$ cat config.mk
export PLATFORM = sky130hd
export DESIGN_NAME = dmem_arbiter
export DESIGN_NICKNAME = d
export VERILOG_FILES = /design/src/rtl/dmem_arbiter.sv
export SDC_FILE = /design/constraint.sdc
export NUM_CORES = 1
export LEC_CHECK = 0
export ABC_AREA = 1
export CAP_MARGIN = 10
export CORE_AREA = 2 2 118 120
export DETAILED_ROUTE_END_ITERATION = 8
export DIE_AREA = 0 0 120 122
export PLACE_DENSITY_LB_ADDON = 0.3
export SLEW_MARGIN = 15
export SYNTH_ARGS = -nofsm -noshare
export SYNTH_HDL_FRONTEND = slang
export SYNTH_SLANG_ARGS = --single-unit
$ cat constraint.sdc
create_clock -name clk -period 1.9 [get_ports clk]
set_input_delay 0.475 -clock clk [delete_from_list [all_inputs] [get_ports clk]]
set_output_delay 0.475 -clock clk [all_outputs]
set_load 0.03 [all_outputs]
$ cat src/rtl/dmem_arbiter.sv
// Two-port arbiter and access sequencer for a single-port data memory.
// Optional macro DMEM_ARB_RR_EN selects round-robin tie-breaking (default: port 0 fixed priority).
`timescale 1ns/1ps
module dmem_arbiter #(
  parameter int DATA_W = 32,
  parameter int ADDR_W = 32,
  parameter int DEPTH  = 64
) (
  input  logic              clk,
  input  logic              rst_n,
  input  logic              p0_req_valid,
  output logic              p0_req_ready,
  input  logic              p0_req_we,
  input  logic [ADDR_W-1:0] p0_req_addr,
  input  logic [DATA_W-1:0] p0_req_wdata,
  output logic              p0_rsp_valid,
  output logic [DATA_W-1:0] p0_rsp_rdata,
  output logic              p0_rsp_err,
  input  logic              p1_req_valid,
  output logic              p1_req_ready,
  input  logic              p1_req_we,
  input  logic [ADDR_W-1:0] p1_req_addr,
  input  logic [DATA_W-1:0] p1_req_wdata,
  output logic              p1_rsp_valid,
  output logic [DATA_W-1:0] p1_rsp_rdata,
  output logic              p1_rsp_err,
  output logic              mem_write,
  output logic              mem_read,
  output logic [31:0]       mem_addr,
  output logic [DATA_W-1:0] mem_wdata,
  input  logic [DATA_W-1:0] mem_rdata,
  output logic [1:0]        dbg_state
);

  localparam int IDX_W = $clog2(DEPTH);

  typedef enum logic [1:0] {S_IDLE = 2'd0, S_ISSUE = 2'd1, S_RESP = 2'd2} state_t;

  // Handshake: a request transfers on a rising clk edge where req_valid && req_ready.
  // Requesters hold valid/we/addr/wdata stable until that edge. rsp_valid is a one-cycle pulse.

  state_t             state, state_nx;
  logic               gnt0, gnt1, can_accept, accept;
  logic               port_q, we_q, err_q;
  logic [IDX_W-1:0]   idx_q;
  logic [DATA_W-1:0]  wdata_q;
  logic [ADDR_W-1:0]  sel_addr;
  logic               sel_we, sel_err;
  logic [DATA_W-1:0]  sel_wdata;
  logic [DATA_W-1:0]  rsp_data;

`ifdef DMEM_ARB_RR_EN
  logic last_p1;

  // On a tie the port that was not granted most recently wins.
  always_comb begin
    gnt0 = p0_req_valid;
    gnt1 = p1_req_valid;
    if (p0_req_valid && p1_req_valid) begin
      gnt0 = last_p1;
      gnt1 = !last_p1;
    end
  end

  always_ff @(posedge clk or negedge rst_n) begin
    if (!rst_n)      last_p1 <= 1'b1;
    else if (accept) last_p1 <= gnt1;
  end
`else
  always_comb begin
    gnt0 = p0_req_valid;
    gnt1 = p1_req_valid && !p0_req_valid;
  end
`endif

  assign can_accept   = (state == S_IDLE) || (state == S_RESP);
  assign p0_req_ready = can_accept && gnt0;
  assign p1_req_ready = can_accept && gnt1;
  assign accept       = p0_req_ready || p1_req_ready;

  assign sel_addr  = gnt1 ? p1_req_addr  : p0_req_addr;
  assign sel_we    = gnt1 ? p1_req_we    : p0_req_we;
  assign sel_wdata = gnt1 ? p1_req_wdata : p0_req_wdata;
  assign sel_err   = (sel_addr[1:0] != 2'b00) || (sel_addr >= ADDR_W'(4 * DEPTH));

  always_ff @(posedge clk or negedge rst_n) begin
    if (!rst_n) begin
      state   <= S_IDLE;
      port_q  <= 1'b0;
      we_q    <= 1'b0;
      err_q   <= 1'b0;
      idx_q   <= '0;
      wdata_q <= '0;
    end else begin
      state <= state_nx;
      if (accept) begin
        port_q  <= gnt1;
        we_q    <= sel_we;
        err_q   <= sel_err;
        idx_q   <= sel_addr[IDX_W+1:2];
        wdata_q <= sel_wdata;
      end
    end
  end

  // Address/data registers only change on accept, so they hold between accesses.
  assign mem_addr  = {{(32-IDX_W){1'b0}}, idx_q};
  assign mem_wdata = wdata_q;
  assign dbg_state = state;

  always_comb begin
    state_nx     = state;
    mem_write    = 1'b0;
    mem_read     = 1'b0;
    p0_rsp_valid = 1'b0;
    p1_rsp_valid = 1'b0;
    rsp_data     = '0;
    case (state)
      S_IDLE:  if (accept) state_nx = S_ISSUE;
      S_ISSUE: begin
        state_nx  = S_RESP;
        mem_write = !err_q && we_q;
        mem_read  = !err_q && !we_q;
      end
      S_RESP: begin
        state_nx     = accept ? S_ISSUE : S_IDLE;
        p0_rsp_valid = !port_q;
        p1_rsp_valid = port_q;
        if (!we_q && !err_q) rsp_data = mem_rdata;
      end
      default: state_nx = S_IDLE;
    endcase
  end

  assign p0_rsp_rdata = p0_rsp_valid ? rsp_data : '0;
  assign p1_rsp_rdata = p1_rsp_valid ? rsp_data : '0;
  assign p0_rsp_err   = p0_rsp_valid && err_q;
  assign p1_rsp_err   = p1_rsp_valid && err_q;

endmodule
# After elaboration in Yosys (flattened, before gate mapping)
# Cells that the tools add are included.
dict set report totals {
  ff_bits 43
  latchBits 0
  ram_bits 0
  mem_bits_ro 0
  in_bits 166
  output_inout_bits 138
  word_cells 40
  mem_count 0
}
dict set report op_classes {
  add_sub_neg 0
  mul 0
  n_div 0
  magnitude_cmp 1
  eq_ne 3
  shift 0
  n_mux 14
  bitwise 0
  n_reduce_logical 16
}
# cell count
set op_table {}
lappend op_table {{$mux W32} 6}
lappend op_table {{$ge A32 B9 Y1 const B} 1}
lappend op_table {{$logic_and A1 B1 Y1} 7}
lappend op_table {{$mux W1} 6}
lappend op_table {{$pmux W2 S3} 1}
lappend op_table {{$logic_not A1 Y1} 4}
lappend op_table {{$logic_or A1 B1 Y1} 3}
lappend op_table {{$eq A2 B1 Y1 const B} 1}
lappend op_table {{$eq A2 B2 Y1 const B} 1}
lappend op_table {{$logic_not A2 Y1} 1}
lappend op_table {{$mux W2} 1}
lappend op_table {{$ne A2 B2 Y1 const B} 1}
lappend op_table {{$reduce_bool A2 Y1} 1}

# Logic depth before layout (Yosys ltp)
# Gate-level depths: netlist of run 1.
dict set report depth {
  ltp_word 6
  ltp_mapped 10
  mapped_depth_nobuf 9
}

# Worst setup path after synthesis of run 1
# OpenSTA, ideal clock, no wires.
dict set report synth_path {
  path_type {flip-flop to output port}
  startpoint {register state[0] (netlist: dbg_state[0])}
  endpoint {output p1_rsp_rdata[0]}
  arrival_time_ps 1955
  required_time_ps 1425
  slack_ps -530
  stages_incl_launch_ff 7
  n_path_buf 1
  path_cell_list {dfrtp_1 -> nor2_1 -> inv_1 -> nor2_1 -> inv_1 -> buf_4 -> nor2_1}
}
dict set report synth_via {
  elab_chain_cells 3
  elab_cells_between_ends 4
  cone_classes {eq/ne: 1; mux: 3}
}
# item line
set synth_rtl {}
lappend synth_rtl {{start: declaration} 42} ;# state_t state, state_nx;
lappend synth_rtl {{start signal: assignment} 95} ;# state <= state_nx;
lappend synth_rtl {{$eq A2 B2 Y1} 118} ;# case (state)
lappend synth_rtl {{$mux W1} 118}
lappend synth_rtl {{via p1_rsp_valid} 24} ;# output logic p1_rsp_valid,
lappend synth_rtl {{$mux W32} 136} ;# assign p1_rsp_rdata = p1_rsp_valid ? rsp_data : '0;
lappend synth_rtl {{end: declaration} 25} ;# output logic [DATA_W-1:0] p1_rsp_rdata,
# The timed path passes the listed nets, and every way through them passes these cells.

# Worst setup path after layout of run 1
dict set report layout_path {
  startpoint {register we_q}
  endpoint {output p1_rsp_rdata[9]}
}
dict set report layout_via {
  elab_chain_cells 5
}
# item line
set layout_rtl {}
lappend layout_rtl {{start: declaration} 44} ;# logic port_q, we_q, err_q;
lappend layout_rtl {{start signal: assignment} 98} ;# we_q <= sel_we;
lappend layout_rtl {{$logic_not A1 Y1} 129} ;# if (!we_q && !err_q) rsp_data = mem_rdata;
lappend layout_rtl {{$logic_and A1 B1 Y1} 129}
lappend layout_rtl {{$mux W32} 129}
lappend layout_rtl {{$mux W32} 118}
lappend layout_rtl {{$mux W32} 136}
# No other way between the ends.

==> results of run 1 <==
[flip-flops by register name, indices dropped and copies added (netlist names)]
signal	cells
err_q	1
we_q	1
port_q	1
dbg_state	2
mem_wdata	32
idx_q	6
[final cells by class]
cell class                      count  area share
Tap cell                          180      0.0328
Sequential cell                    43       0.157
Inverter                           13     0.00874
Clock buffer                        8      0.0228
Multi-Input combinational cell    347       0.295
Timing Repair Buffer              305       0.484
[layer usage]
metal  wire, um  vias to the layer above  GRT usage
li1           -                     1874          -
met1       4630                     1747      0.176
met2       6880                      192      0.314
met3       1030                       11     0.0403
met4        151                        0     0.0390
met5          0                        -          0
[final timing paths]
path,start,end,slack (ns),cells past startpoint
hold / removal,rst_n,idx_q[2],0.15,1
hold reg to reg,dbg_state[1],dbg_state[1],0.46,1
setup / recovery,we_q,p1_rsp_rdata[9],-0.14,5
min in group clk,dbg_state[1],dbg_state[1],0.46,1
max in group asynchronous,rst_n,mem_wdata[17],1.24,2
setup reg to reg,dbg_state[0],mem_wdata[21],0.45,7
[power groups by stage]
stage	Sequential [mW]	Combinational (mW)	Clock, mW
after floorplan	1.57	0.783	0
after global placement	1.22	2.09	0
after detailed placement	1.23	2.11	0
after CTS	1.22	2.22	0.944
after global routing	1.24	2.39	0.981
final	1.22	2.25	0.911
[cells in the mapped netlist]
cell	n	area share
buf_4	33	0.088
conb_1	1	0.0013
nand2_1	92	0.12
nor3_1	3	0.0053
inv_1	10	0.013
dfrtp_1	43	0.38
inv_2	3	0.0040
clkbuf_1	2	0.0027
o31ai_1	39	0.10
nor2_2	2	0.0044
nand3_1	2	0.0035
nor2_1	181	0.24
buf_1	1	0.0013
nand2_2	1	0.0022
buf_2	15	0.027
o22ai_1	1	0.0022
[worst max-delay path, cell delays in order (launching register included)]
cell and delay, ns:
dfrtp_1 0.43, nor2_4 0.19, buf_12 0.18, nand2_1 0.18, nor2_4 0.14, buf_4 0.16
[repair_timing]
item,in CTS,in global routing
hold buffers,0,0
cloned,2,3
pin swaps,2,1
endpoints found under the setup margin,69,68
setup buffers,3,2
resized for setup,45,30
[cells by family after synthesis]
group,synth area share
buffers and inverters,0.135
DFF,0.380
other,0.00132
AOI/OAI and AO/OA,0.106
and+or+nand+nor,0.378
[through the flow]
stage	utilization	worst slack, ns	hold slack [ns]	instance area, sq um
finish	0.509	-0.144	0.151	6870
global route	0.509	-0.204	0.178	6870
CTS	0.495	-0.167	0.165	6690
detailed placement	0.468	-0.0492	0.462	6330
global placement	0.468	-0.0583	0.446	6330
floorplan	-	-0.0239	0.179	3400
==> summary.md, run 1 <==
| Metric | Value |
|---|---|
| Yosys cell types | 16 |
| Failing checks | setup timing |
| Final instance count without filler cells | 896 |
| Fraction of layout cells with a size suffix above 1 | 0.297 |
| ANT cells | 0 |
| P_leak | 2.76 nW |
| Post-route ant nets | 0 |
| Path category of the worst min-delay check | in2async |
| Most frequent cells in the layout | 203 x clkdlybuf4s50_1, 114 x nor2_1, 67 x nand2_1 |
| Worst-path clk slew | 0.06 ns |
| DP HPWL | 10000 um |
| Initial core utilization | 0.210 |
| Worst setup SP type | register |
| RSZ-0062 raised after global routing | yes |
| Global-route usage over all layers | 0.162 |
| Sequential fraction of design power | 0.278 |
| Initial antenna violation count | 0 |
| CTS Sinks | 43 |
| I/O pin cnt | 304 |
| Final Power | 4.37 mW |
| Largest net degree at the start of global routing | 39 |
| Peak VDD IR | 0.367 mV |
| GPL Wtd Cong | 0.769 |
| Die Y | 122 um |
| Clk_skew | 0.00244 ns |
| Wirelength per Cell | 14.2 um |
| Final wirelength | 12700 um |
| CP Max Fanout | 16 |
| Sequential area share after synthesis | 0.380 |
| Area growth from synthesis to layout | 143% |
| Root Buffer | clkbuf_16 |
| Post-Syn Area | 0.00283 sq mm |
| Power share of the combinational group | 0.514 |
| Setup TNS Final | -4.53 ns |
| Die Wd | 120 um |
| Max clock buf depth | 2 |
| Final-layout fill cell count | 1278 |
| Area of the core | 0.0135 sq mm |
| Final worst path period need | 2.04 ns |
| Cells after synthesis | 429 |
| Final period util | 1.08 |
| Status | finished, violations left |
| Switching pwr | 1.71 mW |
| Vias in the first global route | 3852 |
| Clk pwr share | 0.208 |
| Global-route wire length before repair | 19000 um |
| Worst EP arrival | 1.57 ns |
| Residual DRC | 0 |
| Via-per-instance ratio | 4.27 |
| Required time worst endpoint | 1.42 ns |
| CTS buffer count | 5 |
| Cell Pwr Density | 637 mW/mm^2 |
| First-pass DRT Iterations | 4 |
| Max Freq | 0.489 GHz |
| Max-cap violations | 0 |
| Worst setup path class | reg2out |
| Commonest non-fill, non-tap cell in the layout | clkdlybuf4s50_1 |
| Grt ovf | 0 |
| Placement Rows | 43 |
| Switching part of the total | 0.391 |
| CTS tree | built |
| Die area | 0.0146 sq mm |
| Pins Over Slew Limit | 0 |
| Final hold vios | 0 |
| Clock Latency Late Sink | 0.28 ns |
| Syn_area_per_cell | 6.60 sq um |
| Critical Path End Type | output pin |
| Routed vias | 3824 |
| Final setup vio count | 66 |
| Nets | 881 |
| Synth Warn # | 0 |
| Initial drt markers | 86 |
| Footprint of the multi-input gates | 0.00203 sq mm |
| Final WS setup | -0.144 ns |
| Cell-internal power | 2.66 mW |
| Synth Register Bits | 43 |
| Clock H-tree levels | 2 |
| Sequential cell area | 0.00108 sq mm |
| DP Cell Count | 878 |
| Port Buffers | 277 |
Power figures use the tool's default switching activity.
==> run 2: changes to the inputs <==
Clock period 1.9 ns to 2.25 ns, I/O delays scaled along.
==> summary.md, run 2 (synthesized netlist as in run 1, its figures left out) <==
| Metric | Value |
|---|---|
| Status | completed |
| Post-route ant nets | 0 |
| Root Buffer | clkbuf_16 |
| DP HPWL | 10200 um |
| Final instance count without filler cells | 882 |
| Max reg flops | 32 |
| Met2 usage | 0.307 |
| Wirelength per Cell | 13.9 um |
| Final period util | 0.953 |
| Worst path cell trace | nor2_1, inv_1, nor2_2, inv_1, buf_12, nor2_2, buf_12 |
| Slew HR | 0.648 |
| GPL Wtd Cong | 0.914 |
| Nets | 867 |
| Global-route wire length before repair | 18100 um |
| Peak VDD IR | 0.296 mV |
| Commonest non-fill, non-tap cell in the layout | clkdlybuf4s50_1 |
| Final hold vios | 0 |
| Pins Over Slew Limit | 0 |
| Routed vias | 3732 |
| Clock Latency Late Sink | 0.29 ns |
| Met3 Track Usage GR | 0.0571 |
| CP Max Fanout | 33 |
| Met1 GRT Util | 0.161 |
| Final wirelength | 12200 um |
| Quantity of hold-fixing buffers added after cts | 0 |
| Largest net degree at the start of global routing | 43 |
| Vias in the first global route | 3687 |
| Area of the core | 0.0135 sq mm |
| Clk_skew | 0.00491 ns |
| Die Y | 122 um |
| Final-layout fill cell count | 1395 |
| Post-DP Area | 0.00580 sq mm |
| Max clock buf depth | 2 |
| Final setup vio count | 0 |
| Clock H-tree levels | 2 |
| Worst EP arrival | 1.58 ns |
| Grt ovf | 0 |
| First-pass DRT Iterations | 4 |
| Final Power | 3.39 mW |
| Global-route usage over all layers | 0.158 |
| Most frequent cells in the layout | 204 x clkdlybuf4s50_1, 159 x nor2_1, 92 x nand2_1 |
| Final worst path period need | 2.15 ns |
| Residual DRC | 0 |
| Initial drt markers | 128 |
| Placement Rows | 43 |
| Initial core utilization | 0.210 |
| Port Buffers | 277 |
| Postcts setup bufs | 0 |
| Via-per-instance ratio | 4.23 |
| Cell Pwr Density | 562 mW/mm^2 |
| Gr busiest metal | met2 |
| Hold Slack | 0.249 ns |
| Largest stage delay on the critical path | 0.44 ns |
| Die Wd | 120 um |
| Path category of the worst min-delay check | in2async |
| CTS tree | built |
| Max Freq | 0.466 GHz |
| Required time worst endpoint | 1.69 ns |
| CTS Sinks | 43 |
| Critical Path End Type | output pin |
| ANT cells | 0 |
| Initial antenna violation count | 0 |
| P_leak | 2.60 nW |
| DP Cell Count | 874 |
| Die area | 0.0146 sq mm |
| Worst-path clk slew | 0.06 ns |
| RSZ-0062 raised after global routing | yes |
| Area growth from synthesis to layout | 113% |
| Fraction of layout cells with a size suffix above 1 | 0.171 |
| Max-cap violations | 0 |
| Final instance area | 0.00602 sq mm |
| Critical-path top delay cell | dfrtp_2 |
| Worst setup SP type | register |
| CTS buffer count | 5 |
| Worst-Margin Slew | 0.528 ns |
| I/O pin cnt | 304 |
| Worst setup path class | reg2out |
| Final core occ | 0.446 |
==> run 2: final cells by class <==
class | instances | area, sq um | area share
sequential | 43 | 1080 | 0.179
tap | 180 | 225 | 0.0374
timing repair buffer | 291 | 2990 | 0.497
multi-input combinational | 347 | 1530 | 0.253
clock buffer | 8 | 156 | 0.0260
inverter | 13 | 48.8 | 0.00810
==> run 2: report_power, final <==
group | total [mW] | internal (mW) | switching, mW
combinational | 1.60 | 0.720 | 0.882
sequential | 1.02 | 0.929 | 0.0920
clock | 0.762 | 0.473 | 0.289
total | 3.39 | 2.12 | 1.26
==> run 2: metal layers <==
| layer | share of wire | vias to the layer above |
|---|---|---|
| met5 | 0 | - |
| met4 | 0.0080 | 0 |
| met3 | 0.11 | 6 |
| met2 | 0.52 | 190 |
| met1 | 0.36 | 1702 |
| li1 | - | 1834 |
==> run 2: worst max-delay path: cells and delay by family, from the launching register on <==
family	cells	cell delay, ns
AND/OR/NAND/NOR	3	0.37
buffers and inverters	4	0.47
flip-flops	1	0.44
==> run 2: stage by stage <==
step	setup TNS, ns	worst slack, ns
finish	0	0.105
global route	-0.00315	-0.00200
CTS	-0.546	-0.0640
detailed placement	0	0.174
global placement	0	0.186
floorplan	-5.06	-0.0844
==> run 2: worst paths after layout <==
kind                         startpoint          endpoint  slack [ns]  depth (start not counted)
min in group clk           dbg_state[1]      dbg_state[1]        0.47                          1
hold / removal                    rst_n          idx_q[4]        0.25                          1
setup reg to reg           dbg_state[0]     mem_wdata[28]        0.77                          6
setup / recovery           dbg_state[0]  p1_rsp_rdata[16]        0.10                          7
hold reg to reg            dbg_state[1]      dbg_state[1]        0.47                          1
max in group asynchronous         rst_n     mem_wdata[21]        1.30                          2
==> run 2: timing repair <==
item                                   4_1_cts  5_1_grt
cloned                                       0        0
gates resized for setup                      7       21
setup endpoints to repair                   23       65
endpoints found under the hold margin        0        0
==> run 3: changes to the inputs <==
Clock period 2.25 ns to 2.6 ns, I/O delays scaled along.
==> summary.md, run 3 (synthesized netlist as in run 1, its figures left out) <==
| Metric | Value |
|---|---|
| Max clock buf depth | 2 |
| CTS buffer count | 5 |
| Final hold vios | 0 |
| Cell Pwr Density | 486 mW/mm^2 |
| DP HPWL | 10000 um |
| Placement Rows | 43 |
| Required time worst endpoint | 1.95 ns |
| Clk_skew | 0.00332 ns |
| Clk pwr share | 0.215 |
| Port Buffers | 277 |
| First-pass DRT Iterations | 4 |
| Initial antenna violation count | 0 |
| Initial drt markers | 99 |
| Quantity of hold-fixing buffers added after cts | 0 |
| I/O pin cnt | 304 |
| Initial core utilization | 0.210 |
| GPL Wtd Cong | 0.813 |
| Max-cap violations | 0 |
| Final worst path period need | 2.48 ns |
| Setup TNS Final | 0 ns |
| Post-route ant nets | 0 |
| Peak VDD IR | 0.406 mV |
| Final Power | 2.87 mW |
| Nets | 870 |
| ANT cells | 0 |
| Die Wd | 120 um |
| Worst EP arrival | 1.83 ns |
| Most frequent cells in the layout | 205 x clkdlybuf4s50_1, 179 x nor2_1, 92 x nand2_1 |
| Clock Latency Late Sink | 0.28 ns |
| Worst setup SP type | register |
| Post-DP Area | 0.00571 sq mm |
| P_leak | 2.59 nW |
| Cell-internal power | 1.76 mW |
| Fraction of layout cells with a size suffix above 1 | 0.145 |
| CP Max Fanout | 6 |
| Area growth from synthesis to layout | 108% |
| Die area | 0.0146 sq mm |
| Power share of the combinational group | 0.475 |
| Critical Path End Type | output pin |
| Final period util | 0.953 |
| Residual DRC | 0 |
| Worst-path clk slew | 0.06 ns |
| Final instance area | 0.00589 sq mm |
| Final wirelength | 12300 um |
| Hold Slack | 0.347 ns |
| Commonest non-fill, non-tap cell in the layout | clkdlybuf4s50_1 |
| CTS tree | built |
| Vias in the first global route | 3411 |
| Switching part of the total | 0.384 |
| Sequential fraction of design power | 0.310 |
| Status | completed |
| Worst setup path class | reg2out |
| Pins Over Slew Limit | 0 |
| Wirelength per Cell | 13.9 um |
| Via-per-instance ratio | 4.18 |
| Final instance count without filler cells | 885 |
| Routed vias | 3703 |
| Max Freq | 0.403 GHz |
| Path category of the worst min-delay check | in2async |
| Largest net degree at the start of global routing | 53 |
| DP Cell Count | 873 |
| Die Y | 122 um |
| CTS Sinks | 43 |
| Global-route wire length before repair | 17900 um |
| Area of the core | 0.0135 sq mm |
| Global-route usage over all layers | 0.153 |
| Max reg flops | 32 |
| Final setup vio count | 0 |
| Switching pwr | 1.10 mW |
| Clock H-tree levels | 2 |
| Grt ovf | 0 |
| Root Buffer | clkbuf_16 |
run 3: changes by cell type in the layout (fill, tap and decap cells not counted), moves of 2 or more:
cell | before | now
clkbuf_8 | 2 | 0
buf_12 | 23 | 15
dlymetal6s2s_1 | 0 | 2
nor2_1 | 159 | 179
nor2_2 | 23 | 2
buf_6 | 2 | 0
dlygate4sd2_1 | 3 | 1
clkinvlp_4 | 0 | 3
buf_4 | 58 | 69
run 3: worst max-delay path: stages, from the launching register on:
cell and delay (ns):
dfrtp_1 0.47, nor2_1 0.14, inv_1 0.08, nor2_1 0.14
clkdlybuf4s50_1 0.71
run 3: cell type report:
class                   instances  area [sq um]
repair buffers                293          2910
clock buffers                   6           129
clock inverters                 2          12.5
multi-input cells             347          1480
inverters                      13          52.6
flip-flops and latches         43          1080
repair inverters                1          7.51
fillers                      1384          7610
well taps                     180           225
run 3: what timing repair did:
action,CTS,global route
hold endpoints to repair,0,0
buffers inserted,3,0
endpoints found under the setup margin,4,25
cloned,1,0
resized for setup,4,3
pin swaps,0,0
run 3: final timing paths:
check	start	to	slack, ns	depth (start not counted)
min	rst_n	mem_wdata[18]	0.35	2
min in group clk	mem_wdata[27]	mem_wdata[27]	0.48	2
max	dbg_state[0]	p1_rsp_valid	0.12	4
max in group asynchronous	rst_n	mem_wdata[4]	1.97	2
min reg2reg	mem_wdata[27]	mem_wdata[27]	0.48	2
max reg2reg	dbg_state[0]	err_q	1.11	7
run 3: per-layer routing:
metal,up-vias,wire length [um],share of wire,GRT usage
li1,1848,-,-,-
met1,1687,4870,0.40,0.180
met2,164,6400,0.52,0.283
met3,4,895,0.073,0.0379
met4,0,102,0.0083,0.0294
met5,-,0,0,0
run 3: power groups by stage:
stage               sequential, mW  clock (mW)  combinational (mW)
floorplan                     1.14           0               0.456
global placement             0.892           0                1.35
detailed placement           0.898           0                1.35
CTS                          0.889       0.642                1.37
global route                 0.906       0.673                1.45
finish                       0.889       0.617                1.36
run 3: metrics by stage:
stage,utilization,setup WS [ns]
floorplan,-,-0.00497
global placement,0.422,0.312
detailed placement,0.422,0.290
CTS,0.436,0.0222
global route,0.436,-0.00212
finish,0.436,0.121
